--- src/rtl/p_mul_arbiter.sv ---
// Two-requester front end for one shared packed multiplier: arbitrate, register operands, return result.
// Define P_MUL_ARB_RR_EN for round-robin; otherwise requester 0 has fixed priority.
module p_mul_arbiter (
    input  logic        clock,
    input  logic        reset,
    input  logic        r0_valid,
    output logic        r0_ready,
    input  logic        r0_mul_l,
    input  logic        r0_mul_h,
    input  logic        r0_clmul,
    input  logic [4:0]  r0_pw,
    input  logic [31:0] r0_crs1,
    input  logic [31:0] r0_crs2,
    output logic [31:0] r0_result,
    input  logic        r1_valid,
    output logic        r1_ready,
    input  logic        r1_mul_l,
    input  logic        r1_mul_h,
    input  logic        r1_clmul,
    input  logic [4:0]  r1_pw,
    input  logic [31:0] r1_crs1,
    input  logic [31:0] r1_crs2,
    output logic [31:0] r1_result,
    output logic        m_valid,
    input  logic        m_ready,
    output logic        m_mul_l,
    output logic        m_mul_h,
    output logic        m_clmul,
    output logic [4:0]  m_pw,
    output logic [31:0] m_crs1,
    output logic [31:0] m_crs2,
    input  logic [31:0] m_result
);

    typedef enum logic [1:0] {
        ST_IDLE = 2'd0,
        ST_BUSY = 2'd1,
        ST_RESP = 2'd2
    } state_t;

    state_t      r_state;
    state_t      w_state_nxt;
    logic        r_grant;
    logic        w_sel1;
    logic        w_any;
    logic        r_mul_l;
    logic        r_mul_h;
    logic        r_clmul;
    logic [4:0]  r_pw;
    logic [31:0] r_crs1;
    logic [31:0] r_crs2;
    logic [31:0] r_result;
`ifdef P_MUL_ARB_RR_EN
    logic        r_last;
`endif

    // Requester 1 wins only when alone, or (round-robin) when requester 0 was served last.
    always_comb begin
        w_any = r0_valid | r1_valid;
`ifdef P_MUL_ARB_RR_EN
        w_sel1 = r1_valid & (~r0_valid | ~r_last);
`else
        w_sel1 = r1_valid & ~r0_valid;
`endif
    end

    always_ff @(posedge clock) begin
        if (reset) begin
            r_state <= ST_IDLE;
        end else begin
            r_state <= w_state_nxt;
        end
    end

    always_comb begin
        w_state_nxt = r_state;
        case (r_state)
            ST_IDLE: if (w_any) w_state_nxt = ST_BUSY;
            ST_BUSY: if (m_ready) w_state_nxt = ST_RESP;
            ST_RESP: w_state_nxt = ST_IDLE;
            default: w_state_nxt = ST_IDLE;
        endcase
    end

    always_ff @(posedge clock) begin
        if (reset) begin
            r_grant  <= 1'b0;
            r_mul_l  <= 1'b0;
            r_mul_h  <= 1'b0;
            r_clmul  <= 1'b0;
            r_pw     <= 5'd0;
            r_crs1   <= 32'd0;
            r_crs2   <= 32'd0;
            r_result <= 32'd0;
        end else begin
            if (r_state == ST_IDLE && w_any) begin
                r_grant <= w_sel1;
                r_mul_l <= w_sel1 ? r1_mul_l : r0_mul_l;
                r_mul_h <= w_sel1 ? r1_mul_h : r0_mul_h;
                r_clmul <= w_sel1 ? r1_clmul : r0_clmul;
                r_pw    <= w_sel1 ? r1_pw    : r0_pw;
                r_crs1  <= w_sel1 ? r1_crs1  : r0_crs1;
                r_crs2  <= w_sel1 ? r1_crs2  : r0_crs2;
            end
            if (r_state == ST_BUSY && m_ready) begin
                r_result <= m_result;
            end
        end
    end

`ifdef P_MUL_ARB_RR_EN
    always_ff @(posedge clock) begin
        if (reset) begin
            r_last <= 1'b1;
        end else if (r_state == ST_RESP) begin
            r_last <= r_grant;
        end
    end
`endif

    assign m_valid   = (r_state == ST_BUSY);
    assign r0_ready  = (r_state == ST_RESP) & ~r_grant;
    assign r1_ready  = (r_state == ST_RESP) & r_grant;
    assign m_mul_l   = r_mul_l;
    assign m_mul_h   = r_mul_h;
    assign m_clmul   = r_clmul;
    assign m_pw      = r_pw;
    assign m_crs1    = r_crs1;
    assign m_crs2    = r_crs2;
    assign r0_result = r_result;
    assign r1_result = r_result;

endmodule

--- config.mk ---
export PLATFORM = sky130hd
export DESIGN_NAME = p_mul_arbiter
export DESIGN_NICKNAME = d
export VERILOG_FILES = /design/src/rtl/p_mul_arbiter.sv
export SDC_FILE = /design/constraint.sdc
export NUM_CORES = 1
export LEC_CHECK = 0
export ABC_AREA = 1
export CAP_MARGIN = 20
export CORE_AREA = 2 2 124 126
export CTS_CLUSTER_SIZE = 16
export DETAILED_ROUTE_END_ITERATION = 8
export DIE_AREA = 0 0 126 128
export PLACE_DENSITY = 0.82
export RECOVER_POWER = 50
export SKIP_CTS_REPAIR_TIMING = 1
export SLEW_MARGIN = 20
export SYNTH_ARGS = -nofsm -noshare
export SYNTH_HDL_FRONTEND = slang
export SYNTH_SLANG_ARGS = --single-unit
--- constraint.sdc ---
create_clock -name clock -period 2.3 [get_ports clock]
set_input_delay 0.46 -clock clock [delete_from_list [all_inputs] [get_ports clock]]
set_output_delay 0.46 -clock clock [all_outputs]
set_load 0.01 [all_outputs]
==> metrics.md <==
| Metric | Value |
|---|---|
| Vias in the first global route | `~6000` |
| Final setup viols | `0` |
| RSZ-0062 raised after global routing | `false` |
| Post-Synthesis Cells | `roughly 1000` |
| Share of cells above drive strength 1 | `2.960%` |
| Maximum buffer depth of the clock tree | `2` |
| Worst r2r src | `r_state[1]` |
| Gate power share | `31.5%` |
| Setup Skew | `approximately 0.0088 ns` |
| Sw power | `around 0.0016 W` |
| Synth-to-Final Area Change | `57.44%` |
| Pleak | `between 4 and 5 nW` |
| Fin. Hold Viols | `0` |
| VDD IR max | `between 0.3 and 0.4 mV` |
| Reg2Reg Depth | `5` |
| Leading area contributor after synthesis | `dfxtp_1` |
| CTS tree | `done` |
| Global-route wire length before repair | `slightly below 30 mm` |
| CTS Buf Count | `9` |
| Largest net degree at the start of global routing | `76` |
| Core Footprint | `14860 um2` |
| CTS clk-pin slew, worst paths | `roughly 0.07 ns` |
| Die area | `16130 um2` |
| Outcome | `finished, final reports clean` |
| Via count | `approximately 6500` |
| Pwr/cell area | `578.4 nW/um2` |
| Yosys cell types | `17` |
| Period utilization | `between 80% and 90%` |
| CP startpoint kind | `flop` |
| Boundary pin count | `320` |
| # clock sinks | `107` |
| Total length of routed wires | `18.42 mm` |
| Kind of critical path | `flop to output pin` |
| Slew Limit Headroom | `roughly 30%` |
| Reg2reg end | `m_crs1[2]` |
| Area after DPL | `between 8000 and 9000 um2` |
| F_max | `486.6 MHz` |
| Syn_nets | `around 1200` |
| Syn avg cell area | `approximately 5.7 um2` |
| Grt total ovfl | `0` |
| Part of the power in registers | `about two fifths` |
| Slew of the pin with the lowest slew margin | `1.053 ns` |
| Antenna violations before repair | `0` |
| Worst Path Arrival | `roughly 1.6 ns` |
| Synth Cell Area | `between 5000 and 6000 um2` |
| Required time worst endpoint | `~1.8 ns` |
| NumNets Final | `about 1500` |
| Total track usage | `between 20% and 30%` |
| Root buffer cell | `clkbuf_16` |
| Ys Warns | `0` |
| Die H | `128 um` |
| Post-DRT Antenna Nets | `0` |
| Hold Crit Class | `flop to flop` |
| Htree depth | `3` |
| Synthesis-stage register bit count | `around 110` |
| Worst setup path end | `m_valid` |
| Drt pass-1 iters | `4` |
| Clock power frac | `between 20 and 30%` |
| Die X | `between 100 and 150 um` |
| # fillers | `1397` |
| Num rows | `45` |
| Final instance area | `between 9000 and 10000 um2` |
| Yosys top cell area share | `36.58%` |
| Crit path capture type | `output pin` |
| Iter 0 DRT Violations | `350` |
| DP Wirelength | `13.31 mm` |
| Post-DR vias/cell | `approximately 4.4` |
| Post-route DRC | `0` |
| CP Max Fanout | `4` |
| WL per Instance | `12.51 um` |
| Setup tns final | `0 ns` |
| Flop2flop setup slack | `around 0.33 ns` |
| Internal cell power | `around 0.0037 W` |
| Post-synthesis sequential area ratio | `~37%` |
| GPL Wtd Cong | `roughly 0.85` |
| Initial core utilization | `roughly 39%` |
| Clk_lat worst skew | `about 0.36 ns` |
| I/O Buffers | `319` |
| CP startpoint | `r_state[0]` |
| Ant. Diodes | `0` |
| Max cap viols | `0` |
| Sw Ratio | `a little under a third` |
| Synth area leaders | `dfxtp_1, nand2_1, nor2_1` |
| Final min period | `2.055 ns` |
| Slew Limit Fails | `0` |
| Hold path start | `r_grant` |
==> layer usage <==
metal  up-vias  part of all wire, %  track usage [%]
met5         -                    0                0
met1      2806                   40            25.87
met2       224                   50            39.85
li1       3397                    -                -
met4         0                  2.3            8.468
met3        30                  7.5            5.593
==> critical path, cell delays in order, from the launching register on <==
cell and delay (ns):
dfxtp_1 0.39, inv_1 0.06, nor2_1 0.19, clkdlybuf4s50_1 0.61
==> state kept, by name, summed over array words and instances (netlist names) <==
name       count
m_crs2        32
m_mul_l        1
m_mul_h        1
m_pw           5
r_grant        1
m_clmul        1
r_state        2
m_crs1        32
r0_result     32
==> power groups by stage <==
| stage | sequential, W | clock [W] | combinational, W |
|---|---|---|---|
| after floorplan | 0.00226 | 0 | 0.000749 |
| after global placement | 0.00218 | 0 | 0.00168 |
| after detailed placement | 0.00219 | 0 | 0.00171 |
| after CTS | 0.00215 | 0.00155 | 0.00172 |
| after global routing | 0.00217 | 0.00163 | 0.00186 |
| final | 0.00215 | 0.00151 | 0.00168 |
==> through the flow <==
stage	setup slack [ns]	hold slack (ns)	cells	total power, W	util [%]
finish	0.2451	0.4729	1472	0.005332	62.02
global placement	0.4590	0.4632	1456	0.003868	60.35
floorplan	0.9086	0.4429	1022	0.003014	-
global route	0.1468	0.5213	1472	0.005661	62.02
CTS	0.2222	0.4778	1472	0.005416	62.26
detailed placement	0.4533	0.4673	1456	0.003897	60.35
==> logic make-up after synthesis <==
group / count (synthesis) / synth area share, %
flip-flops: 107 / 36.58
buffers and inverters: 269 / 20.13
AO/OA/AOI/OAI: 2 / 0.1709
AND/OR/NAND/NOR: 644 / 43.12
==> worst min path at each step <==
stage | endpoint | slack [ns] | cells after the start
2_1_floorplan | r_grant | 0.44 | 2
3_3_place_gp | r_grant | 0.46 | 2
3_5_place_dp | r_grant | 0.47 | 2
4_1_cts | r_grant | 0.48 | 2
5_1_grt | r_grant | 0.52 | 2
6_report | r_grant | 0.47 | 2
==> cells in the final DEF, fill, tap and decap left out <==
cell type and instances:
clkinv_2 1, nand3_1 72, buf_2 1, inv_6 3
buf_12 3, clkinvlp_4 2, dfxtp_1 107, inv_2 1
nor3_1 2, nand2_2 4, clkbuf_8 1, buf_6 3
clkinvlp_2 1, inv_1 180, dlygate4sd3_1 20, clkbuf_16 9
buf_4 7, a21oi_1 2, nor2_2 1, nand2_1 284
clkdlybuf4s50_1 298, clkbuf_2 1, nor2_1 281
==> synth_stat cells <==
library cell,n
inv_2,1
nand2_1,286
nor2_4,1
buf_6,3
inv_1,180
dfxtp_1,107
nor2_2,1
nand2_2,2
clkinv_1,1
buf_4,34
nor3_1,2
nand3_1,72
buf_2,15
a21oi_1,2
buf_1,9
nor2_1,280
clkbuf_1,26
==> final cells by class <==
type / count / area (um2) / share of cell area [%]
Clock buffer: 10 / 239.0 / 2.592
Clock inverter: 6 / 46.29 / 0.5022
Multi-Input combinational cell: 646 / 2532 / 27.47
Sequential cell: 107 / 2142 / 23.24
Timing Repair Buffer: 333 / 3339 / 36.22
Inverter: 182 / 684.4 / 7.424
Tap cell: 188 / 235.2 / 2.552
(Power assumes the default switching activity.)
